==> config.mk <==
export PLATFORM = sky130hd
export DESIGN_NAME = spi_ch_reg_decoder
export DESIGN_NICKNAME = d
export VERILOG_FILES = /design/src/rtl/spi_dec_pkg.sv /design/src/rtl/ch_addr_decode.sv /design/src/rtl/spi_ch_reg_decoder.sv
export SDC_FILE = /design/constraint.sdc
export NUM_CORES = 1
export LEC_CHECK = 0
export ABC_AREA = 1
export BUFFER_PORTS_ARGS = -buffer_cell sky130_fd_sc_hd__buf_2
export CAP_MARGIN = 25
export CORE_UTILIZATION = 55
export CTS_CLUSTER_DIAMETER = 60
export DETAILED_ROUTE_END_ITERATION = 12
export HOLD_SLACK_MARGIN = 0.05
export PLACE_DENSITY = 0.75
export SYNTH_ARGS = -nofsm -noshare
export SYNTH_HDL_FRONTEND = slang
export SYNTH_SLANG_ARGS = --single-unit
==> constraint.sdc <==
create_clock -name spi_clk -period 8.25 [get_ports spi_clk]
set_input_delay 2.0625 -clock spi_clk [delete_from_list [all_inputs] [get_ports spi_clk]]
set_output_delay 2.0625 -clock spi_clk [all_outputs]
set_load 0.05 [all_outputs]
==> src/rtl/spi_dec_pkg.sv <==
// Shared constants, decoder state encoding and helpers for the SPI
// channel/register address decoder.
package spi_dec_pkg;

  localparam int DEF_ADDR_W = 7;
  localparam int DEF_DATA_W = 8;
  localparam int WORD_CNT_W = 8;

  typedef enum logic {
    ST_ADDR = 1'b0,
    ST_DATA = 1'b1
  } dec_state_e;

  // All-ones marker meaning "no per-channel register selected".
  function automatic int reg_none(input int reg_w);
    return (1 << reg_w) - 1;
  endfunction

endpackage

==> src/rtl/ch_addr_decode.sv <==
// Combinational split of a word address into channel index and register
// index inside the channel-based register window.
module ch_addr_decode
  import spi_dec_pkg::*;
#(
  parameter int ADDR_W            = DEF_ADDR_W,
  parameter int NUM_CH            = 8,
  parameter int REGS_PER_CH       = 7,
  parameter int CH_REG_START_ADDR = 12,
  parameter int CH_W              = 3,
  parameter int REG_W             = 3
) (
  input  logic [ADDR_W-1:0] addr,
  output logic              in_range,
  output logic [CH_W-1:0]   ch_sel,
  output logic [REG_W-1:0]  reg_sel
);

  localparam int unsigned START_U = CH_REG_START_ADDR;
  localparam int unsigned STOP_U  = CH_REG_START_ADDR + NUM_CH * REGS_PER_CH - 1;
  localparam int unsigned RPC_U   = REGS_PER_CH;
  localparam logic [REG_W-1:0] REG_NONE = REG_W'(reg_none(REG_W));

  int unsigned addr_u;
  int unsigned offset;

  // Range check, then constant divide/modulo of the window offset.
  always_comb begin
    // NOTE: every output gets a default first so no path leaves it unassigned (no latch).
    in_range = 1'b0;
    ch_sel   = '0;
    reg_sel  = REG_NONE;
    addr_u   = 32'(addr);
    offset   = addr_u - START_U;
    if (addr_u >= START_U && addr_u <= STOP_U) begin
      in_range = 1'b1;
      ch_sel   = CH_W'(offset / RPC_U);
      reg_sel  = REG_W'(offset % RPC_U);
    end
  end

endmodule

==> src/rtl/spi_ch_reg_decoder.sv <==
// SPI front-end: shifts in an address then a stream of data words, decodes
// the address into channel/register and auto-increments between words.
module spi_ch_reg_decoder
  import spi_dec_pkg::*;
#(
  parameter int ADDR_W            = DEF_ADDR_W,
  parameter int DATA_W            = DEF_DATA_W,
  parameter int NUM_CH            = 8,
  parameter int REGS_PER_CH       = 7,
  parameter int CH_REG_START_ADDR = 12,
  parameter bit AUTO_INC          = 1'b1,
  parameter bit WRAP_CH           = 1'b0,
  localparam int CH_W  = (NUM_CH > 1) ? $clog2(NUM_CH) : 1,
  localparam int REG_W = $clog2(REGS_PER_CH + 1)
) (
  input  logic                  spi_clk,
  input  logic                  full_rstn,
  input  logic                  mosi,
  output logic [ADDR_W-1:0]     addr_q,
  output logic [CH_W-1:0]       ch_sel,
  output logic [REG_W-1:0]      reg_sel,
  output logic                  in_ch_range,
  output logic [DATA_W-1:0]     data_word,
  output logic                  word_strobe,
  output logic [WORD_CNT_W-1:0] word_count
);

  localparam int SH_W  = (ADDR_W > DATA_W) ? ADDR_W : DATA_W;
  localparam int SHR_W = SH_W - 1;
  localparam int CNT_W = $clog2(SH_W);
  localparam int STOP  = CH_REG_START_ADDR + NUM_CH * REGS_PER_CH - 1;
  localparam logic [REG_W-1:0] REG_NONE  = REG_W'(reg_none(REG_W));
  localparam logic [REG_W-1:0] REG_LAST  = REG_W'(REGS_PER_CH - 1);
  localparam logic [CNT_W-1:0] ADDR_LAST = CNT_W'(ADDR_W - 1);
  localparam logic [CNT_W-1:0] DATA_LAST = CNT_W'(DATA_W - 1);

  if (REGS_PER_CH < 1) begin : g_chk_regs
    $error("REGS_PER_CH must be at least 1");
  end
  if (NUM_CH < 1) begin : g_chk_ch
    $error("NUM_CH must be at least 1");
  end
  if (ADDR_W < 2 || ADDR_W > 30 || DATA_W < 2) begin : g_chk_w
    $error("ADDR_W must be 2..30 and DATA_W at least 2");
  end
  if (STOP >= (1 << ADDR_W)) begin : g_chk_stop
    $error("channel register window exceeds the address space");
  end

  dec_state_e        state, state_nxt;
  logic [CNT_W-1:0]  bit_cnt;
  logic [SHR_W-1:0]  shreg;
  logic [ADDR_W-1:0] addr_new, addr_inc;
  logic [DATA_W-1:0] data_new;
  logic              addr_last, data_last;
  logic              new_in_range, inc_in_range;
  logic [CH_W-1:0]   new_ch, inc_ch;
  logic [REG_W-1:0]  new_reg, inc_reg;

  assign addr_new  = {shreg[ADDR_W-2:0], mosi};
  assign data_new  = {shreg[DATA_W-2:0], mosi};
  assign addr_last = (state == ST_ADDR) && (bit_cnt == ADDR_LAST);
  assign data_last = (state == ST_DATA) && (bit_cnt == DATA_LAST);

  // Next word address: plain wrap-around increment, or back to reg 0 of the
  // same channel when wrapping within a channel block.
  always_comb begin
    addr_inc = addr_q + ADDR_W'(1);
    if (WRAP_CH && in_ch_range && reg_sel == REG_LAST) begin
      addr_inc = addr_q - ADDR_W'(REGS_PER_CH - 1);
    end
  end

  ch_addr_decode #(
    .ADDR_W(ADDR_W), .NUM_CH(NUM_CH), .REGS_PER_CH(REGS_PER_CH),
    .CH_REG_START_ADDR(CH_REG_START_ADDR), .CH_W(CH_W), .REG_W(REG_W)
  ) u_dec_new (
    .addr(addr_new), .in_range(new_in_range), .ch_sel(new_ch), .reg_sel(new_reg)
  );

  ch_addr_decode #(
    .ADDR_W(ADDR_W), .NUM_CH(NUM_CH), .REGS_PER_CH(REGS_PER_CH),
    .CH_REG_START_ADDR(CH_REG_START_ADDR), .CH_W(CH_W), .REG_W(REG_W)
  ) u_dec_inc (
    .addr(addr_inc), .in_range(inc_in_range), .ch_sel(inc_ch), .reg_sel(inc_reg)
  );

  // Next state: address phase ends after its last bit; data phase is terminal.
  always_comb begin
    state_nxt = state;
    if (addr_last) state_nxt = ST_DATA;
  end

  // State register.
  always_ff @(posedge spi_clk or negedge full_rstn) begin
    // NOTE: sequential state uses non-blocking assignments so all flops update together.
    if (!full_rstn) state <= ST_ADDR;
    else            state <= state_nxt;
  end

  // Serial shift register and bit position within the current field.
  always_ff @(posedge spi_clk or negedge full_rstn) begin
    // NOTE: the shift register is reset as well so a new transaction never sees stale bits.
    if (!full_rstn) begin
      shreg   <= '0;
      bit_cnt <= '0;
    end else begin
      shreg   <= SHR_W'({shreg, mosi});
      bit_cnt <= (addr_last || data_last) ? '0 : bit_cnt + CNT_W'(1);
    end
  end

  // Word address and its registered decode: loaded from the shifted address,
  // then advanced on the strobe cycle when auto-increment is enabled.
  always_ff @(posedge spi_clk or negedge full_rstn) begin
    if (!full_rstn) begin
      addr_q      <= '0;
      ch_sel      <= '0;
      reg_sel     <= REG_NONE;
      in_ch_range <= 1'b0;
    end else if (addr_last) begin
      addr_q      <= addr_new;
      ch_sel      <= new_ch;
      reg_sel     <= new_reg;
      in_ch_range <= new_in_range;
    end else if (AUTO_INC && word_strobe) begin
      addr_q      <= addr_inc;
      ch_sel      <= inc_ch;
      reg_sel     <= inc_reg;
      in_ch_range <= inc_in_range;
    end
  end

  // Completed data word, one-cycle strobe and saturating word counter.
  always_ff @(posedge spi_clk or negedge full_rstn) begin
    if (!full_rstn) begin
      data_word   <= '0;
      word_strobe <= 1'b0;
      word_count  <= '0;
    end else begin
      word_strobe <= data_last;
      if (data_last) begin
        data_word <= data_new;
        if (word_count != {WORD_CNT_W{1'b1}}) word_count <= word_count + WORD_CNT_W'(1);
      end
    end
  end

endmodule

==> summary.txt, run 1 <==
Yosys
  – Synth Flop Type: dfrtp_1
  – Async S/R FF share, synth: 1.000
  – Syn Inst Count: about 470
  – Yosys cell types: 42
  – Ys Warns: 0
  – Avg Inst Size Synth: 7.092 µm²
  – Mapped cell area: approximately 3400 µm²
  – #FFs+latches synth: 42
  – Seq/Total Area, Yosys: 0.3144
  – Number of enable flip-flop cells after synthesis: 0

Critical path
  – CP required: 8480 ps
  – CP max FO: 7
  – CP startpoint kind: flip-flop
  – CP Data Arrival Time: around 5200 ps
  – Setup Crit Path Kind: flip-flop to flip-flop
  – Most used cell, CP: nand2_1
  – CP max stage delay: roughly 480 ps
  – Crit end category: flip-flop
  – R2R Setup Slk: roughly 3200 ps
  – CP max-delay cell: dfrtp_1

Clock tree
  – CTS tree: built
  – Clk slew on worst S/H paths: approximately 80 ps
  – Clock Tree Buf Depth: 2
  – Cts bufs inserted: 5
  – Post-CTS sizing: 0
  – Worst-skew pair later-pin latency: about 290 ps
  – Post-CTS Setup Inserts: 0
  – Clock sink count: 42
  – H-tree depth: 2
  – Number of hold buffers added after cts: 0
  – Clock root buffer: clkbuf_8

Floorplan
  – Die Span Y: 80.10 µm
  – Core area: about 5900 µm²
  – Die area: approximately 6400 µm²
  – # IOs: 34
  – Starting density of the core: 0.5699
  – # rows: 28
  – Die Wd: roughly 80 µm

Layout
  – Layout area overhead: 10.78%
  – Commonest cells after routing, fill and taps aside: nand2_1 (144), inv_1 (61), nand3_1 (58)
  – Fill count: 534
  – Finished Cell Area: 3716 µm²
  – Non-Filler Instances: slightly below 600
  – Layout cells sized above 1: 0.1949
  – Commonest non-fill, non-tap cell in the layout: nand2_1
  – Nets: roughly 530
  – Antenna Cells: 0

Job
  – Max-Cap Viols: 0

Pwr
  – Sequential power share: 0.187
  – Lkg Pwr: 0.002026 µW
  – Combinational Power Share: 0.696
  – PwrDens: around 370 nW/µm²
  – Internal power: between 600 and 700 µW
  – Psw: about 760 µW
  – Clock Power Share: 0.117
  – Tot Pwr: ~1400 µW
  – Peak VDD IR: just under 0.5 mV
  – Sw Ratio: 0.5453

Detailed routing
  – 1st-pass router iterations: 4
  – Drt wl/cell: 11.95 µm
  – Total wire length after detailed routing: ~7.0 mm
  – Vias: 3,108
  – Iter 0 DRT Violations: 202
  – Post-route ant nets: 0
  – Vias per cell: ~5.3
  – DRC viols: 0

STA
  – Fin. max-slew vios: 0
  – Period Utilization, post-route: 0.6075
  – Final hold vios: 0
  – Final setup viols: 0
  – Tmin final: about 5000 ps
  – TNS Setup: 0 ps
  – Achievable frequency: 0.1995 GHz
  – Max_slew headroom: 0.3596
  – Tightest Pin Transition: between 900 and 1000 ps
  – Layout Skew: approximately 6.5 ps
  – RSZ-0062 raised after global routing: no

Outcome
  – Status: completed

GRT
  – Vias in the first global route: approximately 2,800
  – First-pass GRT wire length: between 10 and 15 mm
  – Total track usage: 0.2365
  – Pin count of the biggest net entering global routing: 43
  – Antenna violations before repair: 0
  – GRT Residual Overflow: 0

Place
  – HPWL Detailed: 5.574 mm
  – Placed Area: approximately 3600 µm²
  – Placed cell count: 580
  – I/O Buffers: 33
  – RD Place Congestion: between 0.8 and 0.9

Worst hold path
  – HP Class: flip-flop to flip-flop
==> area by class of cell <==
| cell class | instances | area, µm² | area share |
|---|---|---|---|
| Clock buffer | 6 | 72.57 | 0.01953 |
| Clock inverter | 2 | 37.54 | 0.01010 |
| Inverter | 75 | 282.8 | 0.07609 |
| Multi-Input combinational cell | 355 | 2009 | 0.5407 |
| Sequential cell | 42 | 1055 | 0.2838 |
| Tap cell | 75 | 93.84 | 0.02525 |
| Timing Repair Buffer | 33 | 165.2 | 0.04444 |
==> per-stage QoR <==
step / setup WS [ps] / utilization / hold slack [ps]
floorplan: 3467 / - / 394.9
global placement: 3570 / 0.6127 / 431.9
detailed placement: 3258 / 0.6127 / 437.7
CTS: 3246 / 0.6314 / 457.4
global route: 2634 / 0.6314 / 484.1
finish: 3238 / 0.6314 / 453.9
==> per-layer routing <==
| metal | up-vias | GRT usage | wire length [µm] | part of all wire |
|---|---|---|---|---|
| met5 | - | 0 | 0 | 0 |
| met4 | 0 | 0.06250 | 72 | 0.010 |
| met3 | 8 | 0.02614 | 209 | 0.030 |
| met2 | 46 | 0.4171 | 3423 | 0.49 |
| met1 | 1449 | 0.3061 | 3318 | 0.47 |
| li1 | 1605 | - | - | - |
==> cells in the mapped netlist (2+ instances only) <==
cell      instances  share of area
o21ai_0          12          0.018
nor3_1            2         0.0030
clkbuf_1          2         0.0022
xor2_1           11          0.029
nand2_4           3          0.010
nor2_1           17          0.019
dfstp_2           3          0.024
nor2_2            3         0.0056
nand3_1          58          0.087
o21ai_2           4          0.010
nand2_2          19          0.035
ha_1             19          0.071
or2_1             2         0.0037
a21oi_2           2         0.0052
nand2_1         144           0.16
dfrtp_1          39           0.29
inv_1            61          0.068
a22oi_1           2         0.0045
xnor2_1           6          0.016
nand4_2           3          0.011
o221ai_1          7          0.018
nand3_2           5          0.015
inv_2            12          0.013
nand4_1          10          0.019
o21ai_1           6         0.0090
a21oi_1           5         0.0075
==> critical path, delay by kind of cell (launching register included) <==
kind | cells | cell delay, ps
buffers and inverters | 5 | 410
AND/OR/NAND/NOR | 27 | 2560
flip-flops | 1 | 480
XOR/XNOR | 2 | 560
adder cells (fa/ha/maj) | 4 | 950
==> logic make-up (layout without fill, tap and decap cells) <==
kind of cell    Yosys count  in the layout  synth area share
buf+inv                  78            116           0.08877
other cells               1              3          0.001118
simple gates            273            273            0.3935
flops                    42             42            0.3144
fa+ha+maj                19             19           0.07087
xor+xnor                 18             18           0.04924
compound gates           42             42           0.08206
==> worst paths after layout <==
kind	startpoint	end	depth (start not counted)
min	shreg[5]	shreg[6]	0
min in group asynchronous	full_rstn	ch_sel[0]	1
max	addr_q[0]	reg_sel[1]	38
max reg2reg	addr_q[0]	reg_sel[1]	38
max in group asynchronous	full_rstn	word_count[6]	1
min reg2reg	shreg[5]	shreg[6]	0
==> flip-flops by register name (all words and copies together), names as in the netlist <==
name / cells
data_word: 8
word_count: 8
addr_q: 7
shreg: 7
bit_cnt: 3
ch_sel: 3
reg_sel: 3
in_ch_range: 1
state: 1
word_strobe: 1
==> power groups by stage <==
stage	Combinational (µW)	Clock, µW	Sequential, µW
after global routing	1090	173	263
after floorplan	712	0	343
after CTS	961	163	259
after global placement	932	0	261
final	963	162	259
after detailed placement	956	0	263
No activity file was read; power rests on OpenSTA's default activity.
==> run 2, diff against run 1 <==
==> constraint.sdc (replaced) <==
create_clock -name spi_clk -period 4.78 [get_ports spi_clk]
set_input_delay 1.195 -clock spi_clk [delete_from_list [all_inputs] [get_ports spi_clk]]
set_output_delay 1.195 -clock spi_clk [all_outputs]
set_load 0.05 [all_outputs]
==> run 2 against run 1 <==
  * Final cell count rose by 3.2%
  * Critical path depth rose by 1
  * Clock skew rose by 1.9 ps
  * Global-route usage rose by 1.1 points
  * Clock power rose by 73%
  * Via count rose by 2.3%
  * Worst hold slack improved by 6.1 ps
  * Fmax rose by 13%
  * Clock-buffer cell count did not move
  * Sequential power rose by 73%
  * Wire length rose by 7.2%
  * Largest cell class unchanged
==> summary.txt, run 2 (same netlist as run 1, synthesis figures left out) <==
Layout
  – Nets: 553 (was 534)
  – Fill count: 488 (was 534)
  – Layout cells sized above 1: 0.2895 (was 0.1949)
  – Layout area overhead: 20.25% (was 10.78%)
  – Antenna Cells: 0 (unchanged)
  – Commonest non-fill, non-tap cell in the layout: nand2_1 (unchanged)
  – Top Registers: data_word x8, word_count x8 (unchanged)
  – Commonest cells after routing, fill and taps aside: nand2_1 (133), inv_1 (59), nand3_1 (55) (was nand2_1 (144), inv_1 (61), nand3_1 (58))

GRT
  – Vias in the first global route: 2,986 (was 2,840)
  – Antenna violations before repair: 0 (unchanged)
  – First-pass GRT wire length: 12.68 mm (was 12.18 mm)
  – Pin count of the biggest net entering global routing: 43 (unchanged)
  – Total track usage: 0.2474 (was 0.2365)
  – GRT Residual Overflow: 0 (unchanged)

STA
  – Achievable frequency: 0.2258 GHz (was 0.1995 GHz)
  – Final hold vios: 0 (unchanged)
  – Max_slew headroom: 0.3561 (was 0.3596)
  – Period Utilization, post-route: 0.9264 (was 0.6075)
  – RSZ-0062 raised after global routing: yes (was no)
  – Tightest Pin Transition: 962.3 ps (was 957.1 ps)
  – Worst setup margin: 351.8 ps (was 3238 ps)
  – Fin. max-slew vios: 0 (unchanged)
  – TNS Setup: 0 ps (unchanged)
  – Layout Skew: 8.373 ps (was 6.478 ps)
  – Tmin final: 4428 ps (was 5012 ps)
  – Final setup viols: 0 (unchanged)

Detailed routing
  – Drt wl/cell: 12.41 µm (was 11.95 µm)
  – Vias per cell: 5.239 (was 5.286)
  – Iter 0 DRT Violations: 190 (was 202)
  – Post-route ant nets: 0 (unchanged)
  – Vias: 3,180 (was 3,108)
  – 1st-pass router iterations: 4 (unchanged)
  – DRC viols: 0 (unchanged)
  – Total wire length after detailed routing: 7.532 mm (was 7.024 mm)

Floorplan
  – # rows: 28 (unchanged)
  – Starting density of the core: 0.5699 (unchanged)
  – # IOs: 34 (unchanged)
  – Die Wd: 80.10 µm (unchanged)
  – Core area: 5886 µm² (unchanged)
  – Die area: 6415 µm² (unchanged)
  – Die Span Y: 80.10 µm (unchanged)

Pwr
  – Tot Pwr: 2658 µW (was 1385 µW)
  – PwrDens: 658.8 nW/µm² (was 372.6 nW/µm²)
  – Internal power: 1253 µW (was 629.6 µW)
  – Lkg Pwr: 0.002124 µW (was 0.002026 µW)
  – Combinational Power Share: 0.726 (was 0.696)
  – Psw: 1404 µW (was 755.1 µW)
  – Sw Ratio: 0.5284 (was 0.5453)
  – Sequential power share: 0.168 (was 0.187)
  – Clock Power Share: 0.106 (was 0.117)
  – Peak VDD IR: 0.7376 mV (was 0.4907 mV)

Critical path
  – CP max stage delay: 450 ps (was 480 ps)
  – R2R Setup Slk: 350 ps (was 3240 ps)
  – Crit end category: flip-flop (unchanged)
  – CP required: 5020 ps (was 8480 ps)
  – CP max-delay cell: dfrtp_2 (was dfrtp_1)
  – CP Data Arrival Time: 4670 ps (was 5240 ps)
  – CP max FO: 7 (unchanged)
  – Setup Crit Path Kind: flip-flop to flip-flop (unchanged)
  – Most used cell, CP: nand2_2 (was nand2_1)
  – CP startpoint kind: flip-flop (unchanged)

Worst hold path
  – HP Class: flip-flop to flip-flop (unchanged)

Place
  – RD Place Congestion: 0.8147 (was 0.8244)
  – HPWL Detailed: 5.557 mm (was 5.574 mm)
  – I/O Buffers: 33 (unchanged)
  – Setup WS pre-CTS: 44.63 ps (was 3258 ps)

Clock tree
  – H-tree depth: 2 (unchanged)
  – Worst-skew pair later-pin latency: 300 ps (was 290 ps)
  – Number of hold buffers added after cts: 0 (unchanged)
  – Clock sink count: 42 (unchanged)
  – Clk slew on worst S/H paths: 80 ps (about the same)
  – Clock root buffer: clkbuf_8 (unchanged)
  – Clock Tree Buf Depth: 2 (unchanged)
  – CTS tree: built (unchanged)
  – Cts bufs inserted: 5 (unchanged)

Outcome
  – Status: completed (unchanged)

Job
  – Max-Cap Viols: 0 (unchanged)
[run 2: path summary, 6_finish.rpt]
check / from / endpoint / cells past startpoint
setup / recovery: addr_q[0] / reg_sel[0] / 39
hold / removal: shreg[1] / shreg[2] / 0
setup reg to reg: addr_q[0] / reg_sel[0] / 39
hold reg to reg: shreg[1] / shreg[2] / 0
max in group asynchronous: full_rstn / addr_q[0] / 1
min in group asynchronous: full_rstn / data_word[0] / 1
[run 2: power groups by stage]
stage / Combinational [µW] / Sequential, µW / Clock [µW]
2_1_floorplan: 1230 / 593 / 0
3_3_place_gp: 1610 / 451 / 0
3_5_place_dp: 1650 / 452 / 0
4_1_cts: 1660 / 446 / 284
5_1_grt: 2150 / 455 / 297
6_report: 1930 / 448 / 281
[run 2: layout make-up]
| cell class | instances | area, µm² | share of cell area |
|---|---|---|---|
| multi-input combinational | 355 | 2173 | 0.5388 |
| clock inverter | 2 | 37.54 | 0.009305 |
| inverter | 75 | 285.3 | 0.07072 |
| timing repair buffer | 52 | 307.8 | 0.07630 |
| clock buffer | 6 | 72.57 | 0.01799 |
| tap | 75 | 93.84 | 0.02326 |
| sequential | 42 | 1064 | 0.2636 |
[run 2: layer usage]
metal | global-route usage | wire length [µm]
met1 | 0.3242 | 3488
met2 | 0.4308 | 3773
met3 | 0.03182 | 188
met4 | 0.06071 | 82
met5 | 0 | 0
[run 2: through the flow]
stage	hold slack [ps]	instances	instance area, µm²	util
final	460.1	607	4034	0.6854
after global routing	469.8	607	4034	0.6854
after CTS	456.8	590	3732	0.6341
after detailed placement	435.1	582	3622	0.6154
after global placement	430.7	582	3622	0.6154
after floorplan	394.9	475	3363	-
[run 2: worst max-delay path, delay by kind of cell (launching register included)]
family,cells,cell delay [ps]
xor gates and xnor gates,2,390
adders and majority gates,4,810
buffers and inverters,5,340
DFF,1,450
and+or+nand+nor,28,2390
[run 2: timing repair]
action | CTS | global route
resized for setup | 0 | 46
buffers inserted | 0 | 17
setup endpoints to repair | 0 | 4
==> run 3, diff against run 2 <==
--- a/config.mk
+++ b/config.mk
@@ -7,11 +7,11 @@
 export LEC_CHECK = 0
 export ABC_AREA = 1
 export BUFFER_PORTS_ARGS = -buffer_cell sky130_fd_sc_hd__buf_2
-export CAP_MARGIN = 25
 export CORE_UTILIZATION = 55
 export CTS_CLUSTER_DIAMETER = 60
 export DETAILED_ROUTE_END_ITERATION = 12
 export HOLD_SLACK_MARGIN = 0.05
+export MAX_ROUTING_LAYER = met4
 export PLACE_DENSITY = 0.75
 export SYNTH_ARGS = -nofsm -noshare
 export SYNTH_HDL_FRONTEND = slang
==> run 3 against run 2 <==
  * Wire length shrank 0.31%
  * Die area unchanged
  * Utilization down 0.13 points
  * Largest power group unchanged
  * Clock skew about the same
  * First-iteration DRC count shrank 11%
  * Setup slack better by 1.8 ps
  * Critical endpoint unchanged
  * Final cell count decreased by 0.16%
  * Final area is 0.19% lower
  * Clock-buffer cell count unchanged
  * Global-route usage up 0.63 points
  * Sequential power is essentially flat
  * Sequential share of layout area barely moved
==> summary.txt, run 3 (same netlist as run 1, synthesis figures left out) <==
Outcome
  – Status: completed (unchanged)

STA
  – Final hold vios: 0 (unchanged)
  – Worst hold margin: 460.2 ps (was 460.1 ps)
  – Final setup viols: 0 (unchanged)
  – Layout Skew: 8.431 ps (was 8.373 ps)
  – Tightest Pin Transition: 960.3 ps (was 962.3 ps)
  – Achievable frequency: 0.2259 GHz (was 0.2258 GHz)
  – Fin. max-slew vios: 0 (unchanged)
  – Period Utilization, post-route: 0.9260 (was 0.9264)
  – TNS Setup: 0 ps (unchanged)
  – Tmin final: 4426 ps (was 4428 ps)
  – Max_slew headroom: 0.3574 (was 0.3561)

Layout
  – Commonest non-fill, non-tap cell in the layout: nand2_1 (unchanged)
  – Antenna Cells: 0 (unchanged)
  – Top Registers: data_word x8, word_count x8 (unchanged)
  – Fill count: 492 (was 488)
  – Register Area: 1064 µm² (unchanged)
  – Nets: 552 (was 553)
  – Commonest cells after routing, fill and taps aside: nand2_1 (133), inv_1 (59), nand3_1 (55) (unchanged)
  – Layout cells sized above 1: 0.2881 (was 0.2895)
  – Layout area overhead: 20.03% (was 20.25%)
  – Area of the multi-input gates: 2173 µm² (unchanged)

Critical path
  – Launch point of the worst path: addr_q[0] (unchanged)
  – CP required: 5010 ps (was 5020 ps)
  – CP max-delay cell: dfrtp_2 (unchanged)
  – R2r startpoint: addr_q[0] (unchanged)
  – Setup Crit Path Kind: flip-flop to flip-flop (unchanged)
  – CP top delay family: simple AND/OR/NAND/NOR gates (unchanged)
  – Crit path buf inv count: 5 (unchanged)
  – CP max stage delay: 450 ps (about the same)
  – CP Data Arrival Time: 4660 ps (was 4670 ps)
  – Crit end category: flip-flop (unchanged)
  – CP max FO: 7 (unchanged)
  – Most used cell, CP: nand2_2 (unchanged)
  – CP startpoint kind: flip-flop (unchanged)

GRT
  – Antenna violations before repair: 0 (unchanged)
  – First-pass GRT wire length: 12.65 mm (was 12.68 mm)
  – Pin count of the biggest net entering global routing: 43 (unchanged)
  – Total track usage: 0.2537 (was 0.2474)
  – Vias in the first global route: 2,985 (was 2,986)
  – GRT Residual Overflow: 0 (unchanged)

Pwr
  – Psw: 1396 µW (was 1404 µW)
  – Lkg Pwr: 0.002119 µW (was 0.002124 µW)
  – Sw Ratio: 0.5309 (was 0.5284)
  – Clock Power Share: 0.106 (about the same)
  – Internal power: 1233 µW (was 1253 µW)
  – Combinational Power Share: 0.724 (was 0.726)
  – PwrDens: 652.9 nW/µm² (was 658.8 nW/µm²)
  – Sequential power share: 0.170 (was 0.168)
  – Peak VDD IR: 0.7133 mV (was 0.7376 mV)

Clock tree
  – Cts bufs inserted: 5 (unchanged)
  – Clock sink count: 42 (unchanged)
  – Number of hold buffers added after cts: 0 (unchanged)
  – Clock root buffer: clkbuf_8 (unchanged)
  – Clk slew on worst S/H paths: 80 ps (about the same)
  – Worst-skew pair later-pin latency: 300 ps (about the same)
  – CTS tree: built (unchanged)
  – Clock Tree Buf Depth: 2 (unchanged)
  – H-tree depth: 2 (unchanged)

Place
  – HPWL Detailed: 5.557 mm (unchanged)
  – RD Place Congestion: 0.8267 (was 0.8147)
  – I/O Buffers: 33 (unchanged)

Worst hold path
  – HP Class: flip-flop to flip-flop (unchanged)
  – Origin of the worst min-delay path: shreg[1] (unchanged)

Floorplan
  – # rows: 28 (unchanged)
  – # IOs: 34 (unchanged)
  – Starting density of the core: 0.5699 (unchanged)
  – Die Wd: 80.10 µm (unchanged)
  – Die area: 6415 µm² (unchanged)
  – Core area: 5886 µm² (unchanged)
  – Die Span Y: 80.10 µm (unchanged)

Detailed routing
  – Vias per cell: 5.231 (was 5.239)
  – 1st-pass router iterations: 4 (unchanged)
  – Post-route ant nets: 0 (unchanged)
  – DRC viols: 0 (unchanged)
  – Iter 0 DRT Violations: 170 (was 190)
  – Drt wl/cell: 12.39 µm (was 12.41 µm)
  – Total wire length after detailed routing: 7.509 mm (was 7.532 mm)
  – Vias: 3,170 (was 3,180)

Job
  – Max-Cap Viols: 0 (unchanged)
-- run 3: cell count changes in the layout (fill, tap and decap cells not counted) --
cell   before  now
buf_4      19   18
-- run 3: area by class of cell --
cell class | instances | share of cell area
multi-input cells | 355 | 0.5398
clock buffers | 6 | 0.01802
inverters | 75 | 0.07085
flip-flops and latches | 42 | 0.2641
well taps | 75 | 0.02331
clock inverters | 2 | 0.009323
repair buffers | 51 | 0.07458
-- run 3: worst paths after layout --
| kind | end | slack [ps] | cells after the start |
|---|---|---|---|
| setup / recovery | reg_sel[0] | 350 | 39 |
| hold / removal | shreg[2] | 460 | 0 |
| setup reg to reg | reg_sel[0] | 350 | 39 |
| hold reg to reg | shreg[2] | 460 | 0 |
| max in group asynchronous | addr_q[0] | 3130 | 1 |
| min in group asynchronous | data_word[0] | 1020 | 1 |
-- run 3: routing by layer --
| layer | up-vias | share of wire | routed length, µm | global-route usage |
|---|---|---|---|---|
| met5 | - | 0 | 0 | - |
| met4 | 0 | 0.011 | 80 | 0.06071 |
| met3 | 7 | 0.024 | 183 | 0.03182 |
| met2 | 42 | 0.50 | 3762 | 0.4308 |
| met1 | 1485 | 0.46 | 3482 | 0.3228 |
| li1 | 1636 | - | - | - |
-- run 3: worst register-to-register path, delay by kind of cell (launching register included) --
family,cells,cell delay (ps)
buffers and inverters,5,330
AND/OR/NAND/NOR,28,2410
adder cells (fa/ha/maj),4,810
XOR/XNOR,2,390
flip-flops,1,450
-- run 3: metrics by stage --
stage / worst slack (ps) / util / instances / cell area [µm²] / total power, µW
2_1_floorplan: 14.02 / - / 475 / 3363 / 1822
3_3_place_gp: 290.7 / 0.6154 / 582 / 3622 / 2064
3_5_place_dp: 44.63 / 0.6154 / 582 / 3622 / 2106
4_1_cts: 18.25 / 0.6341 / 590 / 3732 / 2392
5_1_grt: -46.36 / 0.6841 / 606 / 4026 / 2876
6_report: 353.6 / 0.6841 / 606 / 4026 / 2629
-- run 3: power groups by stage --
stage	sequential, µW	combinational (µW)	clock [µW]
after global placement	451	1610	0
after detailed placement	452	1650	0
after floorplan	593	1230	0
final	448	1900	278
after CTS	446	1660	284
after global routing	455	2120	297
-- run 3: what timing repair did --
| item | in CTS | in global routing |
|---|---|---|
| setup endpoints to repair | 0 | 4 |
| resized for setup | 0 | 46 |
| setup buffers | 0 | 16 |
